**config.mk**
```make
export PLATFORM = sky130hd
export DESIGN_NAME = bus_sequencer
export DESIGN_NICKNAME = d
export VERILOG_FILES = /design/src/rtl/bus_sequencer.sv
export SDC_FILE = /design/constraint.sdc
export NUM_CORES = 1
export LEC_CHECK = 0
export BUFFER_PORTS_ARGS = -buffer_cell sky130_fd_sc_hd__buf_2
export CAP_MARGIN = 15
export CORE_AREA = 3 3 119 121
export DETAILED_ROUTE_END_ITERATION = 8
export DIE_AREA = 0 0 122 124
export PLACE_DENSITY = 0.65
export SYNTH_ARGS = -nofsm -noshare
export SYNTH_HDL_FRONTEND = slang
export SYNTH_SLANG_ARGS = --single-unit
```
**constraint.sdc**
```tcl
create_clock -name clk -period 4.6 [get_ports clk]
set_clock_uncertainty 0.2 [all_clocks]
set_input_delay 0.46 -clock clk [delete_from_list [all_inputs] [get_ports clk]]
set_output_delay 0.46 -clock clk [all_outputs]
set_load 0.01 [all_outputs]
```
**src/rtl/bus_sequencer.sv**
```systemverilog
// rtl/bus_sequencer.sv - CPU-to-slave bus sequencer with region wait states and ready timeout
module bus_sequencer #(
  parameter int WAIT_RAM    = 0,
  parameter int WAIT_PERIPH = 1,
  parameter int WAIT_DPRAM  = 1,
  parameter int TIMEOUT     = 15
) (
  input  logic         clk,
  input  logic         resetn,
  input  logic [31:0]  mem_addr,
  input  logic         mem_rstrb,
  input  logic [3:0]   mem_wmask,
  input  logic [223:0] rdata_bus,
  input  logic         per_ready,
  output logic [6:0]   cs,
  output logic         per_rd,
  output logic         per_wr,
  output logic [31:0]  mem_rdata,
  output logic         mem_rbusy,
  output logic         mem_wbusy,
  output logic         bus_err
);

  localparam int WMAX_A = (WAIT_RAM > WAIT_PERIPH) ? WAIT_RAM : WAIT_PERIPH;
  localparam int WMAX   = (WMAX_A > WAIT_DPRAM) ? WMAX_A : WAIT_DPRAM;
  localparam int WW     = $clog2(WMAX + 2);
  localparam int TW     = $clog2(TIMEOUT + 2);

  typedef enum logic [1:0] {S_IDLE, S_WAIT, S_DONE} state_t;

  state_t         r_state;
  logic [6:0]     r_cs;
  logic           r_rd;
  logic           r_wr;
  logic [31:0]    r_rdata;
  logic           r_rbusy;
  logic           r_wbusy;
  logic           r_err;
  logic [WW-1:0]  r_wcnt;
  logic [TW-1:0]  r_tcnt;

  logic           w_req;
  logic           w_wr;
  logic [6:0]     w_cs;
  logic [WW-1:0]  w_wait;
  logic [31:0]    w_rdata;
  logic           w_unused_addr_lo;

  assign w_wr             = |mem_wmask;
  assign w_req            = mem_rstrb | w_wr;
  assign w_unused_addr_lo = ^mem_addr[15:0];

  // Region decode of the upper address half into chip select and wait count
  always_comb begin
    w_cs   = 7'b0000001;
    w_wait = WW'(WAIT_RAM);
    case (mem_addr[31:16])
      16'h0040: begin w_cs = 7'b0100000; w_wait = WW'(WAIT_PERIPH); end
      16'h0041: begin w_cs = 7'b0010000; w_wait = WW'(WAIT_PERIPH); end
      16'h0042: begin w_cs = 7'b0001000; w_wait = WW'(WAIT_PERIPH); end
      16'h0043: begin w_cs = 7'b0000100; w_wait = WW'(WAIT_PERIPH); end
      16'h0044: begin w_cs = 7'b0000010; w_wait = WW'(WAIT_PERIPH); end
      16'h0045: begin w_cs = 7'b1000000; w_wait = WW'(WAIT_DPRAM); end
      default:  begin w_cs = 7'b0000001; w_wait = WW'(WAIT_RAM); end
    endcase
  end

  // Pick the read word of the slave currently selected (cs is one-hot)
  always_comb begin
    w_rdata = 32'h0;
    for (int i = 0; i < 7; i++) begin
      if (r_cs[i]) w_rdata = w_rdata | rdata_bus[32*i +: 32];
    end
  end

  // Sequencer FSM: accept in IDLE/DONE, wait-count then poll ready in WAIT
  always_ff @(posedge clk or negedge resetn) begin
    if (!resetn) begin
      r_state <= S_IDLE;
      r_cs    <= 7'b0;
      r_rd    <= 1'b0;
      r_wr    <= 1'b0;
      r_rdata <= 32'h0;
      r_rbusy <= 1'b0;
      r_wbusy <= 1'b0;
      r_err   <= 1'b0;
      r_wcnt  <= '0;
      r_tcnt  <= '0;
    end else begin
      case (r_state)
        S_IDLE, S_DONE: begin
          if (w_req) begin
            // a write mask wins over a coincident read strobe
            r_state <= S_WAIT;
            r_cs    <= w_cs;
            r_wr    <= w_wr;
            r_rd    <= ~w_wr;
            r_wbusy <= w_wr;
            r_rbusy <= ~w_wr;
            r_wcnt  <= w_wait;
            r_tcnt  <= '0;
          end else begin
            r_state <= S_IDLE;
            r_cs    <= 7'b0;
            r_rd    <= 1'b0;
            r_wr    <= 1'b0;
            r_rbusy <= 1'b0;
            r_wbusy <= 1'b0;
          end
        end
        S_WAIT: begin
          if (r_wcnt != '0) begin
            r_wcnt <= r_wcnt - 1'b1;
          end else if (per_ready || (r_tcnt == TW'(TIMEOUT - 1))) begin
            if (!per_ready) begin
              r_rdata <= 32'h0;
              r_err   <= 1'b1;
            end else if (r_rd) begin
              r_rdata <= w_rdata;
            end
            r_state <= S_DONE;
            r_cs    <= 7'b0;
            r_rd    <= 1'b0;
            r_wr    <= 1'b0;
            r_rbusy <= 1'b0;
            r_wbusy <= 1'b0;
            r_tcnt  <= '0;
          end else begin
            r_tcnt <= r_tcnt + 1'b1;
          end
        end
        default: r_state <= S_IDLE;
      endcase
    end
  end

  assign cs        = r_cs;
  assign per_rd    = r_rd;
  assign per_wr    = r_wr;
  assign mem_rdata = r_rdata;
  assign mem_rbusy = r_rbusy;
  assign mem_wbusy = r_wbusy;
  assign bus_err   = r_err;

endmodule

```
==> run metrics <==
hold crit path type input port to asynchronous set/reset pin; CTS tree built; Detailed Route Iter0 Violations 617; count leader, synth a22oi_1; unrepaired setup endpoints after global routing false; status finished, final reports clean; Core Footprint 13200 um2; area leader, netlist dfrtp_1; drt total wl 15900 um; Root Driver clkbuf_16; Int Pwr 995 uW; register share of total power 37.5%; largest net degree at the start of global routing 52; cells taking the most area after synthesis dfrtp_1 (40%), a22oi_1 (15%), a222oi_1 (10%); Fmax 431 MHz; R2R cell count 4; max-slew violation count 0; DR WL/cell 20.7 um; slew at the pin closest to its max-slew limit 930 ps; Total GRT Usage 18.7%; mean post-synth cell area 10.0 um2; TritonCTS buffer count 5; initial antenna violation count 2; Setup TNS 0 ps; Die Area 15100 um2; # IOs 308; clock network power share 23.7%; first-pass GRT wire length 21900 um; Reg-to-Reg Start cs[3]; clock latency at the later pin of the worst-skew pair 290 ps; post-synthesis mux area share 0.705%; top-area cell type share of the netlist area 39.9%; Initial Utilization 24.2%; Synth Area in Compound Gates 41.0%; Rel. slew slack 37.8%; Nets 856; CP bufs+invs 2; CP Capture Type output pin; Synth Register Bits 51; post-synthesis simple-gate area fraction 11.0%; DP HPWL 12200 um; Syn-to-layout area delta 54.1%; maxcap violations 0; # DRC 0; register area share after synthesis 39.9%; adder-cell share of the synthesized area 1.17%; H-Tree Level Count 2; CP max-delay cell dfrtp_1; combinational power share 38.8%; FILL cells 1363; WS Path Type register to output pin; TritonCTS Sinks 51; Data arrival, critical path 1660 ps; Synth Flop Type dfrtp_1; crit share post-route 50.5%; total grt overflow 0; Post-Syn Instances 319; Yosys warning count 0; Post-synth EDFFs 0; Post-CTS Hold Fix Bufs 0; buffer depth of the longest clock path 2; ANT nets after route 0; startpoint types register; setup violators final 0; Worst Hold Slack 95.7 ps; Via density 5.51; max incr delay on CP 800 ps; Synthesized Nets 586; worst path required time 3940 ps; Hold Fails Final Rpt 0; Die Y 124 um; PwrDens 316 nW/um2; vias in the first global route 4054; crit-path leading delay family flip-flops; crit path max fanout 18; routability cong. 0.807; largest family of logic cells by synthesized area compound AO/OA/AOI/OAI gates; FF-to-FF End mem_rdata[0]; post-CTS sizing 0; layout cell share with drive strength beyond 1 54.1%; Die W 122 um; std cell rows 42; highest ir drop seen on vdd 0.235 mV; static leakage 2.61 nW; r2r setup slk 2360 ps; post-synthesis xor/xnor area fraction 0%; Syn Std Cell Area 3200 um2; crit-path cells buf_4 > buf_2; P_sw 564 uW; Sw Share 36.2%; top cells by count, synth a22oi_1 (64), dfrtp_1 (51), a22o_1 (35), nand3_1 (35), a222oi_1 (32); Pre-antenna DRT Iters 6; Port Buffers 291; Tmin final 2320 ps; Worst-path clk slew 70 ps; Distinct cells, synth 39; total number of vias 4227; # Post-CTS Setup Buffers 0; async set-reset flop share out of synthesis 100%
## registers in the layout, indices dropped and copies added (netlist names)
register and flops:
mem_rdata 32, cs 7, mem_wbusy 1, r_wcnt 2, mem_rbusy 1, r_tcnt 5, r_state 2, bus_err 1
## logic make-up after synthesis
logic type	count (synthesis)
AO/OA/AOI/OAI	155
flip-flops	51
AND/OR/NAND/NOR	64
multiplexers	2
adder cells (fa/ha/maj)	3
buffers and inverters	44
## power groups by stage
stage	Clock, mW	Combinational (mW)	Sequential (mW)
floorplan	0	0.356	0.576
global placement	0	0.587	0.590
detailed placement	0	0.603	0.592
CTS	0.385	0.607	0.584
global route	0.409	0.664	0.597
finish	0.369	0.604	0.585
## final cells by class
| type | count | area [um2] | share of cell area [%] |
|---|---|---|---|
| antenna | 1 | 2.50 | 0.0508 |
| tap | 176 | 220 | 4.47 |
| multi-input combinational | 224 | 1740 | 35.2 |
| timing repair buffer | 299 | 1520 | 30.8 |
| clock buffer | 5 | 125 | 2.54 |
| clock inverter | 3 | 20.0 | 0.406 |
| inverter | 8 | 30.0 | 0.609 |
| sequential | 51 | 1280 | 25.9 |
## worst max-delay path by stage
stage / to / startpoint / cells past startpoint / slack [ps]
global placement: mem_rdata[0] / cs[3] / 4 / 2360
global route: cs[0] / cs[0] / 2 / 2150
floorplan: mem_rdata[0] / r_wcnt[0] / 7 / 2850
detailed placement: mem_rdata[0] / cs[3] / 4 / 2310
CTS: cs[0] / cs[0] / 2 / 2260
finish: cs[0] / cs[0] / 2 / 2280
## metrics by stage
step,power [mW],instances,area (um2),utilization [%],worst slack [ps]
3_5_place_dp,1.20,758,4780,36.2,2310
6_report,1.56,767,4930,37.4,2280
3_3_place_gp,1.18,758,4780,36.2,2360
2_1_floorplan,0.932,319,3200,-,2850
4_1_cts,1.58,766,4920,37.3,2260
5_1_grt,1.67,767,4930,37.4,2150
## layout by cell type, fill, tap and decap left out, drive strengths merged, types with 2 or more instances in the layout
cell	synthesis	layout
mux2	2	2
dfrtp	51	51
a2111oi	2	2
nand2	6	6
a32o	5	5
nor3	2	2
inv	8	8
a22oi	64	64
nand3	36	36
nor2	11	11
nor4	2	2
clkinvlp	0	2
o2bb2ai	3	3
a211o	2	2
a22o	35	35
buf	8	299
a222oi	32	32
clkbuf	28	5
a21oi	4	4
ha	3	3
a21o	2	2
## per-layer routing
metal  global-route usage (%)  vias up  part of all wire, %
met3                     4.00       23                  9.2
met2                     30.0      265                   48
met5                        0        -                0.082
met1                     25.0     2045                   41
met4                     6.93        2                  1.7
li1                         -     1892                    -
Note: power is estimated with default switching activity, not from simulation.
